--- src/rtl/regfile_wb_queue.sv ---
// Writeback queue: merges memory and ALU results (memory older) into an in-order FIFO feeding the register file write port.
// Publishes a per-register pending-write scoreboard; optional youngest-entry bypass lookup under WB_BYPASS_EN.
module regfile_wb_queue #(
   parameter int DEPTH  = 4,
   parameter int DATA_W = 16,
   parameter int REG_W  = 4
) (
   input  logic                  clk,
   input  logic                  rst,
   input  logic                  mem_valid,
   input  logic [REG_W-1:0]      mem_dst,
   input  logic [DATA_W-1:0]     mem_data,
   output logic                  mem_ready,
   input  logic                  alu_valid,
   input  logic [REG_W-1:0]      alu_dst,
   input  logic [DATA_W-1:0]     alu_data,
   output logic                  alu_ready,
   output logic                  rf_we,
   output logic [REG_W-1:0]      rf_dst,
   output logic [DATA_W-1:0]     rf_data,
   output logic [(1<<REG_W)-1:0] pending,
   input  logic [REG_W-1:0]      byp_reg,
   output logic                  byp_hit,
   output logic [DATA_W-1:0]     byp_data
);
   localparam int PW = $clog2(DEPTH);
   localparam int CW = PW + 1;
   localparam logic [CW-1:0] FULL = CW'(DEPTH);

   logic [REG_W-1:0]  dst_q  [DEPTH];
   logic [DATA_W-1:0] data_q [DEPTH];
   logic [DEPTH-1:0]  vld_q, vld_d;
   logic [PW-1:0]     head_q, head_d, tail_q, tail_d;
   logic [CW-1:0]     count_q, count_d;
   logic [PW-1:0]     mem_slot, alu_slot;
   logic              mem_push, alu_push, pop;

   // Readies look only at start-of-cycle occupancy so they never depend on their own valid.
   assign mem_ready = !rst && (count_q <= FULL - CW'(1));
   assign alu_ready = !rst && ((count_q <= FULL - CW'(2)) ||
                               ((count_q == FULL - CW'(1)) && !mem_valid));

   // Register 0 results complete the handshake but are dropped.
   assign mem_push = mem_valid && mem_ready && (mem_dst != '0);
   assign alu_push = alu_valid && alu_ready && (alu_dst != '0);
   assign pop      = (count_q != '0);

   always_comb begin
      mem_slot = tail_q;
      alu_slot = mem_push ? tail_q + PW'(1) : tail_q;
      tail_d   = tail_q + PW'(mem_push) + PW'(alu_push);
      head_d   = head_q + PW'(pop);
      count_d  = count_q + CW'(mem_push) + CW'(alu_push) - CW'(pop);
      vld_d    = vld_q;
      if (pop)      vld_d[head_q]   = 1'b0;
      if (mem_push) vld_d[mem_slot] = 1'b1;
      if (alu_push) vld_d[alu_slot] = 1'b1;
   end

   always_ff @(posedge clk) begin
      if (rst) begin
         head_q  <= '0;
         tail_q  <= '0;
         count_q <= '0;
         vld_q   <= '0;
      end else begin
         head_q  <= head_d;
         tail_q  <= tail_d;
         count_q <= count_d;
         vld_q   <= vld_d;
      end
   end

   always_ff @(posedge clk) begin
      if (mem_push) begin
         dst_q[mem_slot]  <= mem_dst;
         data_q[mem_slot] <= mem_data;
      end
      if (alu_push) begin
         dst_q[alu_slot]  <= alu_dst;
         data_q[alu_slot] <= alu_data;
      end
   end

   // The head retires every cycle; suppressed under reset so flushed entries never reach the file.
   assign rf_we   = pop && !rst;
   assign rf_dst  = rf_we ? dst_q[head_q]  : '0;
   assign rf_data = rf_we ? data_q[head_q] : '0;

   always_comb begin
      pending = '0;
      for (int i = 0; i < DEPTH; i++) begin
         if (vld_q[i]) pending[dst_q[i]] = 1'b1;
      end
      pending[0] = 1'b0;
   end

`ifdef WB_BYPASS_EN
   // Walk oldest to youngest so the last match wins.
   always_comb begin
      byp_hit  = 1'b0;
      byp_data = '0;
      for (int k = 0; k < DEPTH; k++) begin
         if (vld_q[PW'(head_q + PW'(k))] && (dst_q[PW'(head_q + PW'(k))] == byp_reg) &&
             (byp_reg != '0)) begin
            byp_hit  = 1'b1;
            byp_data = data_q[PW'(head_q + PW'(k))];
         end
      end
   end
`else
   logic byp_unused;
   assign byp_unused = ^byp_reg;
   assign byp_hit    = 1'b0;
   assign byp_data   = '0;
`endif

endmodule

--- config.mk ---
export PLATFORM = sky130hd
export DESIGN_NAME = regfile_wb_queue
export DESIGN_NICKNAME = d
export VERILOG_FILES = /design/src/rtl/regfile_wb_queue.sv
export SDC_FILE = /design/constraint.sdc
export NUM_CORES = 1
export LEC_CHECK = 0
export CAP_MARGIN = 25
export CORE_AREA = 2 2 118 91
export DETAILED_ROUTE_END_ITERATION = 8
export DIE_AREA = 0 0 120 93
export GPL_TIMING_DRIVEN = 0
export PLACE_DENSITY = 0.83
export REMOVE_ABC_BUFFERS = 1
export SLEW_MARGIN = 30
export SYNTH_ARGS = -nofsm -noshare
export SYNTH_HDL_FRONTEND = slang
export SYNTH_SLANG_ARGS = --single-unit
--- constraint.sdc ---
create_clock -name clk -period 5.6 [get_ports clk]
set_input_delay 1.12 -clock clk [delete_from_list [all_inputs] [get_ports clk]]
set_output_delay 1.12 -clock clk [all_outputs]
set_load 0.02 [all_outputs]
### Word-level counts from Yosys, hierarchy flattened

Memory sizes are Yosys's and may differ from the RTL's. A register that Yosys moved wholly into a read port is not among the register bits.
Cells that the tools add are included.

* input bits: 48
* word-level logic and storage cells: 88
* memories: 2
* RAM bits: 80
* output and inout bits: 56
* flip-flop bits (word level): 11

* bitwise gates (word level): 7
* muxes and demuxes: 30
* order comparisons: 16
* eq/ne operators: 1
* add/subtract/negate cells: 7
* reductions and logical operators: 21

Memory list
* data_q: depth 4, bits a word 16, rd ports 1, clocked after Yosys merged registers in 1, wr ports 2, line 31 `logic [DATA_W-1:0] data_q [DEPTH];`
* dst_q: depth 4, bits a word 4, rd ports 5, clocked after Yosys merged registers in 1, wr ports 2, line 30 `logic [REG_W-1:0] dst_q [DEPTH];`

Operator list (number)
* 16-bit two-way mux: 5
* 16-bit OR: 3
* 4-bit by 5-bit < comparator with 1-bit output (second input constant): 4
* 1-bit demux with 4-bit select: 4
* 4-bit by 1-bit greater-or-equal comparator with 1-bit output (second input constant): 4
* 4-bit two-way mux: 4
* 1-bit logical AND: 15
* 1-bit two-way mux: 11
* 2-bit by 3-bit < comparator with 1-bit output (second input constant): 3
* 4-bit OR: 2
* 4-bit nonzero test: 2
* 2-bit by 1-bit adder with 2-bit output: 3
* 3-bit by 1-bit adder with 3-bit output: 2
* 1-bit demux with 2-bit select: 3
* 2-bit by 1-bit greater-or-equal comparator with 1-bit output (second input constant): 3
* 3-bit by 2-bit <= comparator with 1-bit output (second input constant): 2
* 2-bit two-way mux: 3
* 4-bit AND: 1
* 4-bit inverter: 1
* 3-bit by 2-bit equality test with 1-bit output (second input constant): 1
* 3-bit nonzero test: 1
* 3-bit by 1-bit subtractor with 3-bit output: 1
* 2-bit by 1-bit adder with 2-bit output (second input constant): 1
* 1-bit logical NOT: 2
* 1-bit logical OR: 1

### Depth between registers and ports, before layout

An unclocked memory read counts as a cell.

* word-level depth: 12
* depth in mapped cells: 10
* mapped depth without buffers: 10

### Worst setup path after synthesis

Ideal clock, no wire load.

* path type: input to register
* start: in mem_dst[0]
* end: mem data_q[0][0], enable pin
* cell stages on the path: 8
* required time: 5.223 ns
* path buffers: 2
* arrival time: 3.109 ns
* slack: 2.115 ns
* setup time: 0.377 ns
* cell sequence: o41ai_1 > or4_4 > clkinv_4 > and2_1 > or4_4 > buf_6 > buf_6 > nand2_1

RTL lines
* start, declared: line 11 `input logic [REG_W-1:0] mem_dst,`
* end, declared: line 31

### Worst setup path after layout

* start: in rst
* end: out rf_data[0]

* cells in the longest elaborated chain, start to end: 3

Ends and longest elaborated chain
* start, declared: line 9 `input logic rst,`
* 1-bit logical NOT: line 86 `assign rf_we = pop && !rst;`
* 1-bit logical AND: line 86
* 16-bit two-way mux: line 88 `assign rf_data = rf_we ? data_q[head_q] : '0;`
* end, declared: line 20 `output logic [DATA_W-1:0] rf_data,`

Every way passes these cells.

==> summary.txt <==
outcome - complete, no violations
vias in the first global route - 3,694
sink count of the clock tree - 91
number of warnings reported in the yosys synthesis log - 0
number of core rows - 32
classification of the worst-slack hold path - reg -> reg
number of ports placed on the die boundary - 104
Max-cap violations - 0
CTS Buffer Depth - 2
average wire length per cell after detail routing - 20.25 um
clock transition at the register clock pins on the worst setup and hold paths after CTS - 0.06 ns
vias post-DR - 3,619
initial cell density of the core - 0.5369
largest net degree at the start of global routing - 26
leakage component of the power - 0.002336 uW
fmax - 221.7 MHz
DR pass1 iterations - 5
antenna violations before repair - 0
Unique masters post-synth - 48
minimum period implied by the final worst setup slack - 4.512 ns
Final Hold Viols - 0
cells resized by post-CTS repair - 0
largest vdd supply drop - 206.0 uV
number of instances in the synthesized netlist - 393
cell area after synthesis - 5395 um2
weighted congestion reported at the end of routability-driven placement - 0.9358
layout cell share with drive strength beyond 1 - 0.2965
Final TNS setup - 0 ns
area delta synth->final - 23.17%
cts bufs inserted - 9
worst slew pin tran - 0.6868 ns
DP HPWL - 8.444 mm
worst-skew pair later-pin latency - 0.34 ns
GRT Residual Overflow - 0
Vert. Die Dim - 93 um
CTS hold repair buffers - 0
clock root buffer master - sky130_fd_sc_hd__clkbuf_16
pins over their slew limit - 0
Port Buf Inserts - 81
post-synthesis register bit count - 91
Critical Path Source Type - input pin
setup slack after placement - 1.105 ns
crit path kind - in -> out
chip width - 120 um
utilization after layout - 0.6612
top-area cell type share of the netlist area - 0.4453
Die ar. - 11,160 um2
nets - 533
final instance count without filler cells - 615
Final Power - 2514 uW
ANT nets after route - 0
Synth async-reset ratio - 0
Seq/Total Area, Yosys - 0.4861
CTS tree - yes
number of vias per cell after detailed routing - 5.885
number of H-tree branching levels - 3
DRC viols - 0
Data arrival, critical path - 3.39 ns
Post-CTS Repair Setup Buffers - 0
count of endpoints failing setup in the final report - 0
final worst-path cycle share - 0.8056
critical path data required time - 4.48 ns
DRC violation total after the first TritonRoute iteration - 369
dominant cell type by area after synthesis - sky130_fd_sc_hd__edfxtp_1
Worst Setup Slack, final - 1.088 ns
Mapped Avg Cell Area - 13.73 um2
ratio of total power to cell area - 378.4 nW/um2
diode insertion count for antenna repair - 0
number of flops mapped to enable cells by yosys - 80
CP Max Fanout - 21
Overall Global Routing Usage - 0.2365
worst clock skew - 0.008323 ns
synth top area cells - sky130_fd_sc_hd__edfxtp_1, sky130_fd_sc_hd__mux2_2, sky130_fd_sc_hd__mux4_2
nature of the critical path endpoint - output pin
core footprint - 10,050 um2
wire length of the first global-routing pass - 20.04 mm
primary flip-flop cell chosen by synthesis mapping - sky130_fd_sc_hd__edfxtp_1
setup repair after global routing missed its margin - false
cell total after placement - 599
worst slew margin relative to its limit - 0.5421
overall routed net length - 12.45 mm
-- cell usage in the layout, fill, tap and decap left out, types with 4 or more instances in the layout --
cell	count
sky130_fd_sc_hd__clkdlybuf4s50_1	81
sky130_fd_sc_hd__edfxtp_1	80
sky130_fd_sc_hd__mux2_2	62
sky130_fd_sc_hd__nor2b_1	27
sky130_fd_sc_hd__mux4_2	20
sky130_fd_sc_hd__mux2_4	18
sky130_fd_sc_hd__conb_1	18
sky130_fd_sc_hd__nand2_1	14
sky130_fd_sc_hd__nor2_1	14
sky130_fd_sc_hd__inv_1	11
sky130_fd_sc_hd__clkbuf_16	9
sky130_fd_sc_hd__dfxtp_1	9
sky130_fd_sc_hd__ha_1	8
sky130_fd_sc_hd__a31oi_1	6
sky130_fd_sc_hd__o22ai_1	6
sky130_fd_sc_hd__o221ai_1	6
sky130_fd_sc_hd__nand3b_1	5
sky130_fd_sc_hd__a221o_1	5
sky130_fd_sc_hd__nor3_1	5
sky130_fd_sc_hd__nand2b_1	4
sky130_fd_sc_hd__nand3_1	4
sky130_fd_sc_hd__and3_1	4
sky130_fd_sc_hd__a22oi_1	4
-- registers in the layout, summed over array words and instances (netlist names) --
register / count
dst_q: 16
vld_q: 4
data_q: 64
mem_slot: 2
head_q: 2
count_q: 3
-- layout make-up --
cell class                 count  area (um2)
clock buffer                   9       225.2
inverter                      12       50.05
tap                          136       170.2
fill                         721        3405
sequential                    91        2625
multi-input combinational    271        2581
timing repair buffer          89       917.1
clock inverter                 7       76.32
-- power breakdown --
part	internal (uW)	switching (uW)
sequential	861	107
clock	350	267
combinational	483	446
-- logic make-up (layout without fill, tap and decap cells) --
kind of cell	Yosys count	after routing	synth area share
multiplexers	100	100	0.2630
AND/OR/NAND/NOR	96	96	0.1023
flip-flops	91	91	0.4861
buffers and inverters	48	117	0.05241
AO/OA/AOI/OAI	42	42	0.05937
adder cells (fa/ha/maj)	11	11	0.02969
XOR/XNOR	4	4	0.006495
other	1	18	0.0006951
-- Yosys cell counts (2+ instances only) --
cell and n:
sky130_fd_sc_hd__buf_6 3, sky130_fd_sc_hd__clkbuf_1 7, sky130_fd_sc_hd__buf_4 18, sky130_fd_sc_hd__xnor2_1 3, sky130_fd_sc_hd__nand2_1 17, sky130_fd_sc_hd__nor2_1 14
sky130_fd_sc_hd__dfxtp_1 11, sky130_fd_sc_hd__and3b_1 3, sky130_fd_sc_hd__o221ai_1 6, sky130_fd_sc_hd__inv_1 11, sky130_fd_sc_hd__nor3_1 5, sky130_fd_sc_hd__and3_1 4
sky130_fd_sc_hd__a221o_1 5, sky130_fd_sc_hd__fa_1 3, sky130_fd_sc_hd__mux2_4 18, sky130_fd_sc_hd__nand3_1 4, sky130_fd_sc_hd__mux2_2 62, sky130_fd_sc_hd__o21ai_0 2
sky130_fd_sc_hd__a21oi_1 2, sky130_fd_sc_hd__ha_1 8, sky130_fd_sc_hd__nand2b_1 4, sky130_fd_sc_hd__buf_2 6, sky130_fd_sc_hd__mux4_2 20, sky130_fd_sc_hd__o22ai_1 6
sky130_fd_sc_hd__nor3b_1 3, sky130_fd_sc_hd__edfxtp_1 80, sky130_fd_sc_hd__or4_4 2, sky130_fd_sc_hd__a22oi_1 6, sky130_fd_sc_hd__nand3b_1 5, sky130_fd_sc_hd__a311o_1 2
sky130_fd_sc_hd__nor2b_1 27, sky130_fd_sc_hd__buf_1 2, sky130_fd_sc_hd__o211ai_1 2, sky130_fd_sc_hd__a31oi_1 6, sky130_fd_sc_hd__or2_2 3
-- per-layer routing --
layer	up-vias	global-route usage	part of all wire
li1	1643	-	-
met1	1793	0.3044	0.41
met2	161	0.3996	0.50
met3	22	0.05915	0.071
met4	0	0.06863	0.017
met5	-	0	0
-- stage by stage --
step | cell area (um2) | hold slack (ns)
finish | 6645 | 0.5731
global route | 6645 | 0.6090
CTS | 6645 | 0.5702
detailed placement | 6344 | 0.5612
floorplan | 5226 | 0.4807
global placement | 6207 | 0.5220
-- worst max-delay path, cell delays in order --
cell                              delay (ns)
sky130_fd_sc_hd__clkdlybuf4s50_1        0.69
sky130_fd_sc_hd__or2_2                  0.66
sky130_fd_sc_hd__nor2b_1                0.26
sky130_fd_sc_hd__clkdlybuf4s50_1        0.65
-- final timing paths --
check                  start            end  slack [ns]  cells past startpoint
setup / recovery         rst     rf_data[0]        1.09                      4
hold / removal      vld_q[2]       vld_q[2]        0.57                      2
setup reg to reg  count_q[2]  data_q[0][13]        2.38                      8
hold reg to reg     vld_q[2]       vld_q[2]        0.57                      2
No activity file was read; power rests on OpenSTA's default activity.
